### config.mk
export PLATFORM = sky130hd
export DESIGN_NAME = dm_access_sequencer
export DESIGN_NICKNAME = d
export VERILOG_FILES = /design/src/rtl/dm_access_sequencer.sv
export SDC_FILE = /design/constraint.sdc
export NUM_CORES = 1
export LEC_CHECK = 0
export ABC_AREA = 1
export CAP_MARGIN = 25
export CORE_ASPECT_RATIO = 1.1
export CORE_UTILIZATION = 49
export CTS_BUF_LIST = sky130_fd_sc_hd__clkbuf_4
export CTS_CLUSTER_DIAMETER = 120
export DETAILED_ROUTE_END_ITERATION = 7
export GPL_ROUTABILITY_DRIVEN = 0
export PLACE_DENSITY = 0.86
export SYNTH_ARGS = -nofsm -noshare
export SYNTH_HDL_FRONTEND = slang
export SYNTH_SLANG_ARGS = --single-unit
### constraint.sdc
create_clock -name i_clk -period 7.4 [get_ports i_clk]
set_input_delay 1.48 -clock i_clk [delete_from_list [all_inputs] [get_ports i_clk]]
set_output_delay 1.48 -clock i_clk [all_outputs]
set_load 0.02 [all_outputs]
### src/rtl/dm_access_sequencer.sv
// dm_access_sequencer: sequences one valid/ready bus access per execute-stage load/store, stalling the core until done.
// Optional DM_MISALIGN_TRAP_EN: trap misaligned H/W accesses instead of forcing them aligned.
module dm_access_sequencer #(
   parameter int TIMEOUT_CYCLES = 255
) (
   input  logic        i_clk,
   input  logic        i_rst,
   input  logic        i_eu_dm_req,
   input  logic        i_eu_dm_wvalid,
   input  logic [2:0]  i_eu_dm_op_data,
   input  logic [31:0] i_eu_dm_addr,
   input  logic [31:0] i_eu_dm_wdata,
   output logic        o_core_stall,
   output logic [31:0] o_eu_dm_rdata,
   output logic        o_eu_dm_rvalid,
   output logic        o_dm_err,
   output logic        o_dm_misalign,
   output logic        o_dm_req_valid,
   input  logic        i_dm_req_ready,
   output logic        o_dm_req_we,
   output logic [31:0] o_dm_req_addr,
   output logic [31:0] o_dm_req_wdata,
   output logic [3:0]  o_dm_req_wstrb,
   input  logic        i_dm_rsp_valid,
   input  logic [31:0] i_dm_rsp_data,
   output logic        o_dm_rsp_ready
);
   typedef enum logic [1:0] {IDLE, REQ, RSP, DONE} state_t;
   state_t      r_state, w_next;
   logic [31:0] r_addr, r_wdata, r_rdata, w_wdata, w_shift, w_ext;
   logic [3:0]  r_wstrb, w_wstrb;
   logic [2:0]  r_op;
   logic [1:0]  r_lo, w_lo, w_a;
   logic [7:0]  r_cnt;
   logic        r_we, r_err, r_mis, w_byte, w_half, w_trap, w_tmo, w_capture;

   assign w_a    = i_eu_dm_addr[1:0];
   assign w_byte = i_eu_dm_op_data[1:0] == 2'b00;
   assign w_half = i_eu_dm_op_data[1:0] == 2'b01;
   // Lane offset after alignment to the access size; unused op codes fall through to word
   assign w_lo   = w_byte ? w_a : w_half ? {w_a[1], 1'b0} : 2'b00;
`ifdef DM_MISALIGN_TRAP_EN
   assign w_trap = w_lo != w_a;
`else
   assign w_trap = 1'b0;
`endif
   assign w_wstrb   = !i_eu_dm_wvalid ? 4'b0000 : w_byte ? 4'b0001 << w_a : w_half ? 4'b0011 << w_lo : 4'b1111;
   assign w_wdata   = w_byte ? {4{i_eu_dm_wdata[7:0]}} : w_half ? {2{i_eu_dm_wdata[15:0]}} : i_eu_dm_wdata;
   assign w_capture = r_state == IDLE && i_eu_dm_req;
   assign w_tmo     = r_cnt == 8'(TIMEOUT_CYCLES - 1);
   assign w_shift   = i_dm_rsp_data >> {r_lo, 3'b000};
   assign w_ext     = r_op[1:0] == 2'b00 ? {{24{~r_op[2] & w_shift[7]}}, w_shift[7:0]} :
                      r_op[1:0] == 2'b01 ? {{16{~r_op[2] & w_shift[15]}}, w_shift[15:0]} : w_shift;

   always_ff @(posedge i_clk or posedge i_rst)
      if (i_rst) r_state <= IDLE;
      else r_state <= w_next;

   always_comb begin
      w_next = r_state;
      case (r_state)
         IDLE:    w_next = !i_eu_dm_req ? IDLE : w_trap ? DONE : REQ;
         REQ:     w_next = !i_dm_req_ready ? REQ : r_we ? DONE : RSP;
         RSP:     w_next = (i_dm_rsp_valid || w_tmo) ? DONE : RSP;
         default: w_next = IDLE;
      endcase
   end

   always_comb begin
      o_core_stall   = !i_rst && (w_capture || r_state == REQ || r_state == RSP);
      o_dm_req_valid = r_state == REQ;
      o_dm_rsp_ready = r_state == RSP;
      o_eu_dm_rvalid = r_state == DONE && !r_we;
      o_dm_err       = r_state == DONE && r_err;
      o_dm_misalign  = r_state == DONE && r_mis;
      o_dm_req_we    = r_we;
      o_dm_req_addr  = r_addr;
      o_dm_req_wdata = r_wdata;
      o_dm_req_wstrb = r_wstrb;
      o_eu_dm_rdata  = r_rdata;
   end

   always_ff @(posedge i_clk or posedge i_rst) begin
      if (i_rst) begin
         r_addr  <= '0;
         r_wdata <= '0;
         r_wstrb <= '0;
         r_op    <= '0;
         r_lo    <= '0;
         r_we    <= 1'b0;
         r_mis   <= 1'b0;
         r_err   <= 1'b0;
         r_rdata <= '0;
         r_cnt   <= '0;
      end else begin
         r_cnt <= r_state == RSP ? r_cnt + 8'd1 : 8'd0;
         if (w_capture) begin
            r_addr  <= {i_eu_dm_addr[31:2], 2'b00};
            r_wdata <= w_wdata;
            r_wstrb <= w_wstrb;
            r_op    <= i_eu_dm_op_data;
            r_lo    <= w_lo;
            r_we    <= i_eu_dm_wvalid;
            r_mis   <= w_trap;
            r_err   <= 1'b0;
            r_rdata <= '0;
         end
         if (r_state == RSP && i_dm_rsp_valid) r_rdata <= w_ext;
         else if (r_state == RSP && w_tmo) begin
            r_rdata <= '0;
            r_err   <= 1'b1;
         end
      end
   end
endmodule
# --- Yosys cells after proc, flatten, opt, wreduce, memory -nomap -nowiden ---
# Index checks and enable logic that the tools add are counted.
totals:
  reg_bits: 115
  latch_bits: 0
  mem_bits_rw: 0
  mem_bits_ro: 0
  in_bits: 105
  out_inout_bits: 107
  word_cells: 59
  memories: 0
op_classes:
  addsub: 1
  mul: 0
  div: 0
  order_cmp: 0
  eq_ne: 6
  shift: 3
  n_mux: 21
  bitwise: 3
  reduce_logical: 15
op_table:
  columns: ["cell", "count"]
  rows:
  - ["$mux W32", 7]
  - ["$shr A32 B5 Y32", 1]
  - ["$mux W4", 3]
  - ["$add A8 B1 Y8 const B", 1]
  - ["$eq A8 B8 Y1 const B", 1]
  - ["$mux W8", 1]
  - ["$eq A2 B1 Y1 const B", 3]
  - ["$logic_and A1 B1 Y1", 6]
  - ["$logic_not A2 Y1", 3]
  - ["$mux W1", 6]
  - ["$mux W2", 3]
  - ["$pmux W2 S3", 1]
  - ["$eq A2 B2 Y1 const B", 2]
  - ["$shl A1 B2 Y4 const A", 1]
  - ["$shl A2 B2 Y4 const A", 1]
  - ["$logic_or A1 B1 Y1", 3]
  - ["$reduce_bool A3 Y1", 1]
  - ["$and A1 B1 Y1", 2]
  - ["$logic_not A1 Y1", 2]
  - ["$not A1 Y1", 1]

# --- Depth between registers and ports, before layout ---
# Gate-level depths: netlist of run 1.
logic_depth:
  word_depth: 7
  depth_mapped: 10
  depth_no_buf: 7

# --- Least setup slack after synthesis of run 1 ---
# Ideal clock, no wire load.
synth_timing:
  path_kind: "input to output"
  from: "input i_eu_dm_req"
  to: "output o_core_stall"
  arrival_ns: 2.282
  required_time_ns: 5.920
  setup_slack_ns: 3.638
  cell_stages: 4
  n_path_buf: 2
  cell_sequence: "nand3_1 > buf_4 > buf_2 > a31oi_1"
synth_via:
  elab_chain_len: 4
synth_rtl:
  columns: ["item", "line_no", "text"]
  rows:
  - ["from (decl)", "8", "input logic i_eu_dm_req,"]
  - ["$logic_and A1 B1 Y1", "49", "assign w_capture = r_state == IDLE && i_eu_dm_req;"]
  - ["$logic_or A1 B1 Y1 (2 in series)", "70", "o_core_stall = !i_rst && (w_capture || r_state == REQ || r_state == RSP);"]
  - ["$logic_and A1 B1 Y1", "70", null]
  - ["to (decl)", "13", "output logic o_core_stall,"]
# Every way passes these cells.

# --- Final worst setup path of run 1 ---
# Ends and elaborated chain as after synthesis.

==> qor.txt, run 1 <==
register area share after synthesis: 51.36%
combined area of all synthesized cells: 0.005603 mm2
largest net degree at the start of global routing: 84
insertion delay of the later-clocked pin in the worst-skew pair: 520 ps
Layout area overhead: 42.65%
most used standard cells in the synthesized netlist: sky130_fd_sc_hd__nand2_1 (243), sky130_fd_sc_hd__dfrtp_1 (115), sky130_fd_sc_hd__nand3_1 (60), sky130_fd_sc_hd__o21ai_0 (58), sky130_fd_sc_hd__a21oi_1 (46)
via count: 5571
maximum clock insertion buffer count: 2
ys flop type: sky130_fd_sc_hd__dfrtp_1
CTS Hold Buffers Added: 0
static leakage power: 3.718 nW
Placeable Area: 0.01101 mm2
FF/Latch Area: 0.002878 mm2
Core Rows: 40
result of the run: finished, final reports clean
VDD IR max: 272.9 uV
top cells by area, synth: sky130_fd_sc_hd__dfrtp_1 (51%), sky130_fd_sc_hd__nand2_1 (16%), sky130_fd_sc_hd__nand3_1 (5.4%)
Worst Hold Class: reg -> reg
minimum setup slack in the final design: 3111 ps
slew of the pin with the lowest slew margin: 999.6 ps
Power Dens Cells: 419.2 mW/mm2
DRC errors left: 0
Die Area: 0.01187 mm2
Routed WL per cell: 15.54 um
library cell with the highest instance count after synthesis: sky130_fd_sc_hd__nand2_1
number of storage elements in the synthesis netlist: 115
via count of the first global-routing pass: 5530
number of distinct library cells after synthesis: 36
required time of the critical path: 5920 ps
half-perimeter wire length of the detailed placement result: 11.69 mm
max-slew violation count: 0
quantity of gates resized following cts: 0
unrepaired setup endpoints after global routing: false
Tmin final: 4289 ps
Antenna Violating Nets Remaining: 0
number of primary I/O pins: 212
Critical Setup Path Class: in -> out
Worst Setup End Kind: output pin
x dimension of the die: 104.0 um
number of synthesized flops with an enable pin: 0
clk_skew: 13.94 ps
via density per instance: 5.306
height of the die: 114.2 um
post-layout total power: 0.003351 W
global-route wire length before repair: 26.81 mm
share of the synthesized netlist area taken by xor and xnor gates: 0.1563%
filler instances: 861
cell chosen for the clock root: sky130_fd_sc_hd__clkbuf_4
initial antenna violation count: 1
DRT Wirelength: 16.32 mm
Max Cap Violations: 0
fraction of final layout cells sized beyond drive strength 1: 6.984%
count of nets after finishing: 998
mean cell area of the mapped netlist: 7.981 um2
area leader, netlist: sky130_fd_sc_hd__dfrtp_1
clock transition at the register clock pins on the worst setup and hold paths after CTS: 90 ps
Remaining Overflow, GRT: 0
sort of element at the start of the critical path: input pin
CTS tree: built
GRT Util Overall: 28.70%
post-synthesis compound-gate area fraction: 13.98%
r2r setup slk: 5000 ps
worst setup slack after placement: 3103 ps
worst-case headroom to the max-slew limit: 33.15%
Final Cycle Share: 57.96%
number of violations reported at the end of detailed-routing iteration 0: 317
Setup Viol. Count Final: 0
clk sink count: 115
cell count after synthesis: 702
critical path data arrival time: 2810 ps
maximum operating frequency: 0.2332 GHz
maximum net fanout on the critical path: 2
number of buffers inserted during clock tree synthesis: 17
Port Buffers: 208
total of warnings raised by yosys: 0
footprint of the multi-input gates: 0.002333 mm2
dominant combinational cell family by area after synthesis: simple AND/OR/NAND/NOR gates
fraction of synthesized area in multiplexers: 0%
top-area cell type share of the netlist area: 51.36%
synthesized-area fraction occupied by and/or/nand/nor cells: 26.55%
post-CTS setup buffer count: 0
H-Tree Level Count: 4
synthesized-area fraction occupied by adder cells: 0.6699%
first-pass detailed-route iteration total: 5
Fin. Hold Viols: 0
Initial Utilization: 50.89%
ys async rst share: 100.0%
Fin Setup TNS: 0 ps
cells in the final DEF, fill, tap and decap left out, drive strengths merged:
cell           Yosys  layout
nand2            246     246
clkdlybuf4s50      0     208
dfrtp            115     115
nand3             63      63
o21ai             63      63
a21oi             55      55
nor2              45      45
inv               37      37
clkbuf            13      20
a31oi             10      10
a21boi             8       8
clkinv             1       5
bufinv             0       4
buf               32       4
ha                 3       3
conb               1       3
clkinvlp           0       3
o211ai             2       2
nor3               2       2
diode              0       1
or2                1       1
nand4              1       1
nor4               1       1
nor3b              1       1
xnor2              1       1
o22ai              1       1
metrics by stage:
stage / hold slack [ps] / cells / area, um2 / utilization (%)
3_5_place_dp: 464.9 / 1018 / 7679 / 69.74
5_1_grt: 514.6 / 1050 / 7993 / 72.59
3_3_place_gp: 461.8 / 1016 / 7640 / 69.39
6_report: 486.2 / 1050 / 7993 / 72.59
4_1_cts: 490.1 / 1049 / 7990 / 72.57
2_1_floorplan: 454.6 / 704 / 5610 / -
critical path, cell delays in order:
cell,delay (ps)
sky130_fd_sc_hd__clkdlybuf4s50_1,490
sky130_fd_sc_hd__nand3_2,80
sky130_fd_sc_hd__a31oi_1,130
sky130_fd_sc_hd__clkdlybuf4s50_1,630
registers in the layout, indices dropped and copies added, names as in the netlist:
signal / cells
o_dm_req_wdata: 32
o_eu_dm_rdata: 32
o_dm_req_addr: 30
r_cnt: 8
o_dm_req_wstrb: 4
r_op: 3
r_lo: 2
r_state: 2
o_dm_req_we: 1
r_err: 1
cell type report:
cell class	instances	area share [%]
Sequential cell	115	36.00
Antenna cell	1	0.03131
Clock inverter	11	2.019
Clock buffer	20	1.879
Multi-Input combinational cell	506	29.20
Tap cell	147	2.301
Timing Repair Buffer	212	26.72
Inverter	38	1.847
report_power, final:
group / switching [W] / total (W) / leakage [nW] / internal, W
clock: 0.000237 / 0.000512 / 0.162 / 0.000275
combinational: 0.000992 / 0.00174 / 2.10 / 0.000745
sequential: 0.000198 / 0.00110 / 1.46 / 0.000903
total: 0.00143 / 0.00335 / 3.72 / 0.00192
layer usage:
metal,vias to the layer above,wire [um],global-route usage [%]
li1,2650,-,-
met1,2586,6270,32.76
met2,298,8283,50.49
met3,37,1390,8.651
met4,0,371,11.71
met5,-,0,0
cell families (layout without fill, tap and decap cells):
| group | Yosys count | count (layout) |
|---|---|---|
| AOI/OAI and AO/OA | 139 | 139 |
| xor gates and xnor gates | 1 | 1 |
| adders and majority gates | 3 | 3 |
| buffers and inverters | 83 | 281 |
| DFF | 115 | 115 |
| other | 1 | 4 |
| and+or+nand+nor | 360 | 360 |
worst paths after layout:
kind | startpoint | end | cells past startpoint
worst max-delay path | i_eu_dm_req | o_core_stall | 4
worst min-delay path | o_dm_req_addr[22] | o_dm_req_addr[22] | 2
worst max register to register | r_state[0] | o_dm_req_wstrb[2] | 6
worst min register to register | o_dm_req_addr[22] | o_dm_req_addr[22] | 2
max in group asynchronous | i_rst | o_dm_req_wdata[14] | 4
min in group asynchronous | i_rst | r_cnt[4] | 2
Power figures use the tool's default switching activity.
==> run 2: changes to the inputs <==
CORE_UTILIZATION = 46   (was 49)
PLACE_DENSITY = 0.81   (was 0.86)
clock period = 4 ns   (was 7.4 ns; I/O delays follow)
==> run 2 against run 1 <==
- die area up 6.4%
- critical path depth unchanged
- core utilization down 4.0 points
- via count up 0.61%
- register-to-register slack worse by 3200 ps
- cell area about the same
- hold slack better by 6.3 ps
- clock skew up 5.1 ps
- final cell count up 0.57%
- first-iteration DRC count up 6.0%
- power up 85%
- wire length up 1.3%
- critical path type unchanged
- largest power group unchanged
==> qor.txt, run 2 (synthesis gave the netlist of run 1 again) <==
r2r setup slk: 1790 ps (-3210 ps)
number of violations reported at the end of detailed-routing iteration 0: 336 (+6.0%)
Routed WL per cell: 15.65 um (+0.75%)
Final Cycle Share: 73.88%
Worst Hold Class: reg -> reg
post-CTS setup buffer count: 0 (unchanged)
worst-case headroom to the max-slew limit: 38.55% (+5.4 points)
static leakage power: 3.712 nW (-0.15%)
GRT Util Overall: 26.85% (-1.8 points)
number of primary I/O pins: 212 (unchanged)
clk sink count: 115 (unchanged)
half-perimeter wire length of the detailed placement result: 11.95 mm (+2.2%)
Max Cap Violations: 0 (unchanged)
Core Rows: 41 (+2.5%)
Worst Setup End Kind: output pin
Fin. Hold Viols: 0 (unchanged)
clock transition at the register clock pins on the worst setup and hold paths after CTS: 110 ps (+20 ps)
insertion delay of the later-clocked pin in the worst-skew pair: 510 ps (about the same)
Initial Utilization: 48.11% (-2.8 points)
Power Dens Cells: 774.7 mW/mm2 (+85%)
cell depth of the worst hold path: 2 (unchanged)
max-slew violation count: 0 (unchanged)
Setup Viol. Count Final: 0 (unchanged)
cell area after placement: 0.007677 mm2 (about the same)
height of the die: 117.8 um (+3.2%)
quantity of gates resized following cts: 0 (unchanged)
initial antenna violation count: 1 (unchanged)
x dimension of the die: 107.2 um (+3.1%)
met2 wirelength from detailed routing: 8.152 mm (-1.6%)
Post-Layout Inst Area: 0.007990 mm2 (about the same)
via count of the first global-routing pass: 5495 (-0.63%)
length of routed wiring on met1: 6.335 mm (+1.0%)
maximum operating frequency: 0.3384 GHz
end of the worst register-to-register path: o_eu_dm_rdata[2]
hold path endpoint: o_dm_req_addr[14]
critical path data arrival time: 2160 ps (-650 ps)
maximum clock insertion buffer count: 2 (unchanged)
cell chosen for the clock root: sky130_fd_sc_hd__clkbuf_4
clk_skew: 19.01 ps (+5.068 ps)
commonest cells after routing, fill and taps aside: sky130_fd_sc_hd__nand2_1 (243), sky130_fd_sc_hd__clkdlybuf4s50_1 (208), sky130_fd_sc_hd__dfrtp_1 (115)
Worst Reg2Reg Path Length in Cells: 7 (+1)
required time of the critical path: 3200 ps (-2720 ps)
global-route wire length before repair: 26.33 mm (-1.8%)
count of nets after finishing: 1000 (+0.20%)
Fin Setup TNS: 0 ps (unchanged)
number of buffers inserted during clock tree synthesis: 17 (unchanged)
slew of the pin with the lowest slew margin: 919.6 ps (-80.08 ps)
minimum setup slack in the final design: 1045 ps (-2066 ps)
H-Tree Level Count: 4 (unchanged)
sort of element at the start of the critical path: input pin
Antenna Violating Nets Remaining: 0 (unchanged)
via count: 5605 (+0.61%)
first-pass detailed-route iteration total: 6 (+1)
Port Buffers: 208 (unchanged)
unrepaired setup endpoints after global routing: false
VDD IR max: 432.8 uV (+59%)
via density per instance: 5.308 (about the same)
Placeable Area: 0.01164 mm2 (+5.8%)
Remaining Overflow, GRT: 0 (unchanged)
maximum net fanout on the critical path: 3 (+1)
Highest Signal Layer: met4
met3 wire len: 1.665 mm (+20%)
Die Area: 0.01263 mm2 (+6.4%)
CTS tree: built
commonest non-fill, non-tap cell in the layout: sky130_fd_sc_hd__nand2_1
CTS Hold Buffers Added: 0 (unchanged)
DRC errors left: 0 (unchanged)
worst setup slack after placement: 1046 ps (-2057 ps)
Critical Setup Path Class: in -> out
DRT Wirelength: 16.53 mm (+1.3%)
result of the run: finished, final reports clean
largest net degree at the start of global routing: 83 (-1.2%)
Tmin final: 2955 ps
start point of the worst min-delay path: o_dm_req_addr[14]
Layout area overhead: 42.61% (about the same)
fraction of final layout cells sized beyond drive strength 1: 7.403% (+0.42 points)
filler instances: 924 (+7.3%)
critical register-to-register path startpoint: r_state[0]
run 2: changes by cell type in the layout (fill, tap and decap cells not counted), moves of 3 or more:
cell / delta
sky130_fd_sc_hd__buf_4: +3
sky130_fd_sc_hd__inv_6: +3
sky130_fd_sc_hd__clkbuf_4: -3
sky130_fd_sc_hd__clkinv_4: +3
run 2: area by class of cell:
type | instances | area [um2] | area share (%)
clock buffer | 17 | 127.6 | 1.597
inverter | 38 | 147.6 | 1.848
sequential | 115 | 2878 | 36.02
multi-input combinational | 506 | 2333 | 29.20
timing repair buffer | 214 | 2131 | 26.67
tap | 150 | 187.7 | 2.349
clock inverter | 15 | 182.7 | 2.286
antenna | 1 | 2.502 | 0.03132
run 2: worst max path at each step:
stage | start | endpoint | depth (start not counted)
after detailed placement | i_eu_dm_req | o_core_stall | 4
after floorplan | i_rst | o_dm_req_addr[10] | 1
after global routing | r_state[0] | o_core_stall | 4
after global placement | i_eu_dm_req | o_core_stall | 4
after CTS | r_state[0] | o_core_stall | 4
final | i_eu_dm_req | o_core_stall | 4
run 2: worst max-delay path, cell delays in order:
cell,delay (ps)
sky130_fd_sc_hd__clkdlybuf4s50_1,480
sky130_fd_sc_hd__nand3_2,110
sky130_fd_sc_hd__a31oi_1,140
sky130_fd_sc_hd__clkdlybuf4s50_1,630
run 2: report_power, final:
part / switching, W / total [W] / leakage [nW] / internal [W]
Combinational: 0.00184 / 0.00322 / 2.10 / 0.00138
Sequential: 0.000380 / 0.00205 / 1.46 / 0.00167
Clock: 0.000485 / 0.000924 / 0.155 / 0.000439
Total: 0.00270 / 0.00619 / 3.71 / 0.00349
run 2: stage by stage:
stage,instances,hold slack [ps],total power (W),utilization (%)
2_1_floorplan,704,454.6,0.003873,-
3_3_place_gp,1022,463.3,0.005185,65.83
3_5_place_dp,1023,464.5,0.005276,65.93
4_1_cts,1055,492.0,0.006218,68.59
5_1_grt,1056,509.8,0.006586,68.62
6_report,1056,492.4,0.006190,68.62
run 2: metal layers:
metal | GRT usage [%] | vias up
met2 | 45.85 | 307
met3 | 8.472 | 28
met4 | 9.932 | 0
met1 | 31.32 | 2609
li1 | - | 2661
met5 | 0 | -
